**src/rtl/countdown_sequencer_pkg.sv**
```systemverilog
// rtl/countdown_sequencer_pkg.sv - shared state encoding and default sizing for countdown_sequencer
package countdown_sequencer_pkg;

  localparam int DEF_WIDTH    = 4;
  localparam int DEF_PRESCALE = 4;
  localparam int DEF_PS_W     = 4;

  typedef enum logic [2:0] {
    ST_IDLE   = 3'd0,
    ST_LOAD   = 3'd1,
    ST_SETTLE = 3'd2,
    ST_RUN    = 3'd3,
    ST_DONE   = 3'd4
  } state_t;

endpackage

```
**src/rtl/countdown_sequencer_if.sv**
```systemverilog
// rtl/countdown_sequencer_if.sv - command valid/ready channel into countdown_sequencer
interface countdown_sequencer_if
  import countdown_sequencer_pkg::*;
#(
  parameter int WIDTH = DEF_WIDTH
) ();

  logic             cmd_valid;
  logic [WIDTH-1:0] cmd_value;
  logic             cmd_ready;

  modport master (output cmd_valid, output cmd_value, input  cmd_ready);
  modport slave  (input  cmd_valid, input  cmd_value, output cmd_ready);

endinterface

```
**src/rtl/countdown_sequencer_dec_prescaler.sv**
```systemverilog
// rtl/countdown_sequencer_dec_prescaler.sv - wrap counter pacing the decrement strobes
module countdown_sequencer_dec_prescaler
  import countdown_sequencer_pkg::*;
#(
  parameter int PRESCALE = DEF_PRESCALE,
  parameter int PS_W     = DEF_PS_W
) (
  input  logic clock,
  input  logic reset,
  input  logic clear,
  input  logic enable,
  output logic tick
);

  localparam logic [PS_W-1:0] LAST = PS_W'(PRESCALE - 1);

  logic [PS_W-1:0] count;

  assign tick = (count == LAST);

  always_ff @(posedge clock) begin
    if (reset || clear) begin
      count <= '0;
    end else if (enable) begin
      count <= tick ? '0 : count + PS_W'(1);
    end
  end

endmodule

```
**src/rtl/countdown_sequencer.sv**
```systemverilog
// rtl/countdown_sequencer.sv - command-driven controller for the 4-bit down counter stage
// Optional abort/aborted ports are built when COUNTDOWN_SEQ_ABORT_EN is defined.
module countdown_sequencer
  import countdown_sequencer_pkg::*;
#(
  parameter int WIDTH    = DEF_WIDTH,
  parameter int PRESCALE = DEF_PRESCALE,
  parameter int PS_W     = DEF_PS_W
) (
  input  logic                 clock,
  input  logic                 reset,
  countdown_sequencer_if.slave cmd,
  output logic [WIDTH-1:0]     cnt_in,
  output logic                 cnt_latch,
  output logic                 cnt_dec,
  input  logic                 cnt_zero,
  output logic                 busy,
`ifdef COUNTDOWN_SEQ_ABORT_EN
  input  logic                 abort,
  output logic                 aborted,
`endif
  output logic                 done
);

  state_t           state, state_nxt;
  logic             pending_valid;
  logic [WIDTH-1:0] pending_value;
  logic [WIDTH-1:0] value_reg;
  logic             accept;
  logic             abort_hit;
  logic             tick;

  assign cmd.cmd_ready = !pending_valid;
  assign accept        = cmd.cmd_valid && cmd.cmd_ready;
  assign cnt_in        = value_reg;

`ifdef COUNTDOWN_SEQ_ABORT_EN
  assign abort_hit = abort && (state inside {ST_LOAD, ST_SETTLE, ST_RUN});
`else
  assign abort_hit = 1'b0;
`endif

  countdown_sequencer_dec_prescaler #(
    .PRESCALE (PRESCALE),
    .PS_W     (PS_W)
  ) u_prescaler (
    .clock  (clock),
    .reset  (reset),
    .clear  ((state == ST_SETTLE) || abort_hit),
    .enable (state == ST_RUN),
    .tick   (tick)
  );

  always_comb begin
    state_nxt = state;
    cnt_latch = 1'b0;
    cnt_dec   = 1'b0;
    busy      = (state != ST_IDLE);
    done      = 1'b0;
    case (state)
      ST_IDLE:   if (pending_valid || accept) state_nxt = ST_LOAD;
      ST_LOAD: begin
        cnt_latch = 1'b1;
        state_nxt = ST_SETTLE;
      end
      ST_SETTLE: state_nxt = ST_RUN;
      ST_RUN: begin
        // zero gates dec so the counter can never be pushed past 0
        cnt_dec = tick && !cnt_zero;
        if (cnt_zero) state_nxt = ST_DONE;
      end
      ST_DONE: begin
        done      = 1'b1;
        state_nxt = ST_IDLE;
      end
      default:   state_nxt = ST_IDLE;
    endcase
    if (abort_hit) state_nxt = ST_IDLE;
  end

  always_ff @(posedge clock) begin
    if (reset) begin
      state         <= ST_IDLE;
      pending_valid <= 1'b0;
      pending_value <= '0;
      value_reg     <= '0;
    end else begin
      state <= state_nxt;
      if (state == ST_IDLE && state_nxt == ST_LOAD) begin
        value_reg <= pending_valid ? pending_value : cmd.cmd_value;
      end
      // a held command drains on the IDLE->LOAD hop; new ones park only while busy
      if (abort_hit || (state == ST_IDLE && pending_valid)) begin
        pending_valid <= 1'b0;
      end else if (accept && state != ST_IDLE) begin
        pending_valid <= 1'b1;
        pending_value <= cmd.cmd_value;
      end
    end
  end

`ifdef COUNTDOWN_SEQ_ABORT_EN
  always_ff @(posedge clock) begin
    if (reset) aborted <= 1'b0;
    else       aborted <= abort_hit;
  end
`endif

endmodule

```
**src/flat_wrapper.sv**
```systemverilog
// flat-port wrapper written by rule: the top's interface ports become plain ports
module countdown_sequencer_flat import countdown_sequencer_pkg::*;
#(
  parameter int WIDTH    = DEF_WIDTH,
  parameter int PRESCALE = DEF_PRESCALE,
  parameter int PS_W     = DEF_PS_W
)
  (clock, reset, cnt_in, cnt_latch, cnt_dec, cnt_zero, busy, done, cmd_cmd_valid, cmd_cmd_value, cmd_cmd_ready);
  countdown_sequencer_if #(.WIDTH(WIDTH)) cmd_i ();
  input  logic clock;
  input  logic reset;
  output logic [WIDTH-1:0] cnt_in;
  output logic cnt_latch;
  output logic cnt_dec;
  input  logic cnt_zero;
  output logic busy;
  output logic done;
  input wire logic [$bits(cmd_i.cmd_valid)-1:0] cmd_cmd_valid;
  input wire logic [$bits(cmd_i.cmd_value)-1:0] cmd_cmd_value;
  output wire logic [$bits(cmd_i.cmd_ready)-1:0] cmd_cmd_ready;
  assign cmd_i.cmd_valid = cmd_cmd_valid;
  assign cmd_i.cmd_value = cmd_cmd_value;
  assign cmd_cmd_ready = cmd_i.cmd_ready;
  countdown_sequencer #(.WIDTH(WIDTH), .PRESCALE(PRESCALE), .PS_W(PS_W)) u_core (.clock(clock), .reset(reset), .cmd(cmd_i), .cnt_in(cnt_in), .cnt_latch(cnt_latch), .cnt_dec(cnt_dec), .cnt_zero(cnt_zero), .busy(busy), .done(done));
endmodule
```
**config.mk**
```make
export PLATFORM = sky130hd
export DESIGN_NAME = countdown_sequencer_flat
export DESIGN_NICKNAME = d
export VERILOG_FILES = /design/src/rtl/countdown_sequencer_pkg.sv /design/src/rtl/countdown_sequencer_if.sv /design/src/rtl/countdown_sequencer_dec_prescaler.sv /design/src/rtl/countdown_sequencer.sv /design/src/flat_wrapper.sv
export SDC_FILE = /design/constraint.sdc
export NUM_CORES = 1
export LEC_CHECK = 0
export ABC_AREA = 1
export CAP_MARGIN = 25
export CORE_MARGIN = 2
export CORE_UTILIZATION = 43
export CTS_BUF_LIST = sky130_fd_sc_hd__clkbuf_4 sky130_fd_sc_hd__clkbuf_8
export CTS_CLUSTER_DIAMETER = 100
export DETAILED_ROUTE_END_ITERATION = 8
export PLACE_DENSITY = 0.67
export SYNTH_ARGS = -nofsm -noshare
export SYNTH_HDL_FRONTEND = slang
export SYNTH_SLANG_ARGS = --single-unit
export TNS_END_PERCENT = 5
```
**constraint.sdc**
```tcl
create_clock -name clock -period 1.2 [get_ports clock]
set_input_delay 0.18 -clock clock [delete_from_list [all_inputs] [get_ports clock]]
set_output_delay 0.18 -clock clock [all_outputs]
set_load 0.05 [all_outputs]
```
# [Yosys cells after proc, flatten, opt, wreduce, memory -nomap -nowiden]
# Index checks and enable logic that the tools add are counted.
[classes] addsub=1 eq_ne=6 mux=8 n_bitwise=1 reduce_logical=13
[ops] operator="$pmux 3 s4" n=1
[ops] operator="$mux 4" n=2
[ops] operator="$eq 3x1->1 const B" n=2
[ops] operator="$eq 3x2->1 const B" n=2
[ops] operator="$mux 3" n=2
[ops] operator="$logic_and 1x1->1" n=5
[ops] operator="$add 4x1->4 const B" n=1
[ops] operator="$eq 4x2->1 const B" n=1
[ops] operator="$eq 3x3->1 const B" n=1
[ops] operator="$logic_not 3->1" n=1
[ops] operator="$mux 1" n=3
[ops] operator="$reduce_bool 3->1" n=1
[ops] operator="$logic_not 1->1" n=2
[ops] operator="$logic_or 1x1->1" n=2
[ops] operator="$reduce_and 2->1" n=1
[ops] operator="$reduce_or 2->1" n=1
[ops] operator="$not 1->1" n=1
[word_totals] reg_bits=16 elab_cells=34

# [Depth between registers and ports, before layout]
[logic_depth] word_depth=7 mapped_depth=7

# [By module]
# From an unflattened synthesis, not the netlist that was laid out.
[hier_totals] hier_cells=124 area_unflattened_um2=810.8
[modules_own_cells] module="countdown_sequencer" n_inst=1 cells_per_inst=96 area_per_inst_um2=616.8 seq_area_each_um2=240.2
[modules_own_cells] module="countdown_sequencer_dec_prescaler" n_inst=1 cells_per_inst=28 area_per_inst_um2=193.9 seq_area_each_um2=80.1

# [Worst setup path after synthesis]
# OpenSTA, ideal clock, no wires.
[synth_path] path_type="flip-flop to output port" from="reg u_core.state[2]" to="out done" arrival_ns=1.527 t_required_ns=1.020 setup_slack_ns=-0.507 path_stages_with_launch=3 n_path_buf=0 path_cell_list="dfxtp_1 -> inv_2 -> nor3_1"
[synth_via] elab_chain_len=2
[synth_lines] element="from (decl)" line="countdown_sequencer.sv:25" rtl="state_t state, state_nxt;"
[synth_lines] element="from (signal assigned)" line="countdown_sequencer.sv:88" rtl="state <= state_nxt;"
[synth_lines] element="$eq 3x3->1" line="countdown_sequencer.sv:60" rtl="case (state)"
[synth_lines] element="$mux 1" line="countdown_sequencer.sv:60"
[synth_lines] element="to (decl)" line="flat_wrapper.sv:17" rtl="output logic done;"
# Every way passes these cells.

# [Final worst setup path]
[layout_path] from="reg u_core.u_prescaler.count[0]" to="out cnt_dec"
[layout_via] elab_chain_len=3
[layout_lines] element="from (decl)" line="countdown_sequencer_dec_prescaler.sv:17" rtl="logic [PS_W-1:0] count;"
[layout_lines] element="from (signal assigned)" line="countdown_sequencer_dec_prescaler.sv:25" rtl="count <= tick ? '0 : count + PS_W'(1);"
[layout_lines] element="$eq 4x2->1" line="countdown_sequencer_dec_prescaler.sv:19" rtl="assign tick = (count == LAST);"
[layout_lines] element="$logic_and 1x1->1" line="countdown_sequencer.sv:69" rtl="cnt_dec = tick && !cnt_zero;"
[layout_lines] element="$mux 1" line="countdown_sequencer.sv:60"
[layout_lines] element="to (decl)" line="flat_wrapper.sv:14" rtl="output logic cnt_dec;"
# Every way passes these cells.

==> flow_metrics.env <==
export IMPL_synth_adder_area_share=0.0167
export IMPL_cp_num_buf_inv=1
export IMPL_cp_start_kind="flip-flop"
export IMPL_cpMaxStageDelayCell="dfxtp_2"
export IMPL_crit_family="flip-flops"
export IMPL_async_reset_ff_frac=0
export IMPL_antenna_left=0
export IMPL_max_stage_delay_ps=340
export IMPL_cap_violations=0
export IMPL_p_per_area_mw_per_mm2=1270
export IMPL_hp_class="reg -> reg"
export IMPL_grt_pass1_vias=772
export IMPL_p_sw_frac=0.357
export IMPL_core_mm2=0.00169
export IMPL_initial_core_util=0.444
export IMPL_tightest_slew_ps=216
export IMPL_root_buffer="clkbuf_4"
export IMPL_nets=151
export IMPL_cts_buffers=3
export IMPL_peakVddDrop_uv=799
export IMPL_end_kind="output pin"
export IMPL_htreeDepth=1
export IMPL_path_class="reg -> out"
export IMPL_synth_top_family_by_area="simple AND/OR/NAND/NOR gates"
export IMPL_grt_first_pass_wirelength_mm=3.11
export IMPL_cts_sinks=16
export IMPL_yosysWarnings=0
export IMPL_slew_headroom=0.855
export IMPL_synthXorXnorAreaFrac=0.0117
export IMPL_arrival_ps=1170
export IMPL_first_iter_violations=11
export IMPL_dieArea_mm2=0.00209
export IMPL_p_int_uw=975
export IMPL_ys_seq_area_frac=0.427
export IMPL_ys_ff_latch=16
export IMPL_pwr_share_comb=0.408
export IMPL_synth_flop_cell="dfxtp_1"
export IMPL_cp_cell_sequence="ha_2, nand3_4, nor2_4, buf_12"
export IMPL_synth_fp_nets=121
export IMPL_drc_errors=0
export IMPL_muxShareOfSynthArea=0
export IMPL_path_max_fanout=3
export IMPL_grtUsageTotal=0.207
export IMPL_syn_to_final_growth_pct=58.9
export IMPL_overflow=0
export IMPL_p_leak_nw=0.521
export IMPL_grt_antenna_before_repair=0
export IMPL_synth_cells=112
export IMPL_yosysTopAreaCell="dfxtp_1"
export IMPL_syn_mean_instance_area_um2=6.69
export IMPL_grt_max_degree=10
export IMPL_yosysTopAreaCellShare=0.427
export IMPL_setup_viol=4
export IMPL_cp_data_required_time_ps=1020
export IMPL_synthTopCellsByArea="dfxtp_1 43%, nand2_1 18%, nor2_1 7.5%, nand3_1 6.7%, inv_1 6.0%"
export IMPL_design_area_mm2=0.00119
export IMPL_finalMaxSlewViolations=0
export IMPL_pin_count=17
export IMPL_die_h_um=45.8
export IMPL_synth_simple_area_share=0.416
export IMPL_hold_violations=0
export IMPL_rows=15
export IMPL_place_congestion=0.756
export IMPL_syn_cell_area_um2=749
export IMPL_drt_vias_per_instance=4.89
export IMPL_wl_per_cell_um=11.0
export IMPL_timing_final_crit_share=1.13
export IMPL_antenna_cells=0
export IMPL_power_switching_uw=541
export IMPL_dpl_cell_area_mm2=0.00110
export IMPL_clockBufferDepth=2
export IMPL_synth_edf_count=0
export IMPL_synth_compound_area_frac=0.0534
export IMPL_fmax_mhz=739
export IMPL_first_pass_iters=4
export IMPL_die_width_um=45.8
export IMPL_routed_wl_mm=1.73
export IMPL_p_seq_frac=0.413
export IMPL_skew_ps=8.01
export IMPL_finalSetupTns_ps=-518
export IMPL_violations="setup timing"
export IMPL_drive_gt1_frac=0.321
export IMPL_outcome="finished, violations left"
export IMPL_cts_clk_slew_worst_paths_ps=90
export IMPL_numPortBuffers=16
export IMPL_r2r_slack_ps=50
export IMPL_setup_ws_ps=-154
export IMPL_insertion_delay_ps=280
export IMPL_post_dp_hpwl_mm=1.33
export IMPL_vias=767
export IMPL_fin_crit_ps=1350
export IMPL_synth_distinct_cells=17
export IMPL_cts_tree="yes"
export IMPL_rsz0062_at_grt="true"
export IMPL_synth_common_cells="36 x nand2_1, 16 x dfxtp_1, 15 x nor2_1, 12 x inv_1, 10 x nand3_1"
export IMPL_p_clk_frac=0.178
export IMPL_yosysMostFrequentCell="nand2_1"
-- layout make-up --
type | instances | area, um^2
Sequential cell | 16 | 330
Inverter | 14 | 60.1
Multi-Input combinational cell | 81 | 424
Timing Repair Buffer | 26 | 333
Fill cell | 136 | 498
Tap cell | 17 | 21.3
Clock buffer | 3 | 22.5
-- logic make-up after synthesis --
logic type,after synthesis
DFF,16
xor gates and xnor gates,1
AOI/OAI and AO/OA,8
and+or+nand+nor,71
adders and majority gates,1
buffers and inverters,15
-- worst paths after layout --
kind                               start                 endpoint  cells past startpoint
max          u_core.u_prescaler.count[0]                  cnt_dec                      4
min              u_core.pending_value[2]  u_core.pending_value[2]                      2
max reg2reg              u_core.state[0]         u_core.cnt_in[2]                      5
min reg2reg      u_core.pending_value[2]  u_core.pending_value[2]                      2
-- worst reg2reg max path, cell delays in order, from the launching register on --
cell	delay [ps]
dfxtp_2	350
buf_4	160
nor2_4	120
nand3_2	200
nor2_1	160
nor2_1	60
-- power by group through the flow --
stage / Clock (mW) / Sequential, mW / Combinational, mW
after detailed placement: 0 / 0.636 / 0.573
after global placement: 0 / 0.635 / 0.567
after global routing: 0.313 / 0.633 / 0.667
after CTS: 0.280 / 0.626 / 0.618
after floorplan: 0 / 0.702 / 0.229
final: 0.270 / 0.627 / 0.619
-- sequential cells by signal, indices dropped and copies added, names as in the netlist --
register and flops:
u_core.state 3, u_core.u_prescaler.count 4, u_core.pending_valid 1, u_core.pending_value 4, u_core.cnt_in 4
-- timing repair --
action / CTS / global route
cloned: 0 / 0
resized for setup: 20 / 2
pin swaps: 0 / 0
hold buffers: 0 / 0
buffers inserted: 1 / 0
setup endpoints to repair: 5 / 8
-- placed cells by master, fill, tap and decap left out --
master | synthesis | routed
buf_12 | 0 | 9
nand2_4 | 0 | 1
and3_1 | 1 | 1
dfxtp_2 | 0 | 5
clkdlybuf4s50_1 | 0 | 7
nand2_1 | 36 | 35
inv_1 | 12 | 10
nor3_4 | 0 | 1
buf_4 | 0 | 8
nor4_1 | 1 | 1
dfxtp_4 | 0 | 1
clkbuf_4 | 0 | 3
nor2_4 | 1 | 3
nor2_1 | 15 | 14
nand2_2 | 4 | 4
dfxtp_1 | 16 | 10
xor2_1 | 1 | 1
nand3_1 | 10 | 8
inv_4 | 0 | 3
ha_2 | 0 | 1
a21oi_1 | 8 | 8
nand3_2 | 1 | 2
inv_2 | 2 | 1
buf_6 | 0 | 2
nand3_4 | 0 | 1
-- per-stage QoR --
stage / power (mW) / hold WS, ps / utilization / worst slack [ps] / std cells
after CTS: 1.52 / 466 / 0.702 / -158 / 157
final: 1.52 / 466 / 0.705 / -154 / 157
after global routing: 1.61 / 489 / 0.705 / -225 / 157
after global placement: 1.20 / 449 / 0.650 / -28.9 / 153
after floorplan: 0.931 / 323 / - / -72.7 / 112
after detailed placement: 1.21 / 453 / 0.650 / -44.5 / 153
-- per-layer routing --
layer / track usage / share of wire / wire [um] / vias to the layer above
li1: - / - / - / 408
met1: 0.216 / 0.40 / 696 / 347
met2: 0.394 / 0.56 / 979 / 10
met3: 0.0397 / 0.027 / 46 / 2
met4: 0.0857 / 0.0069 / 12 / 0
met5: 0 / 0 / 0 / -
No activity file was read; power rests on OpenSTA's default activity.
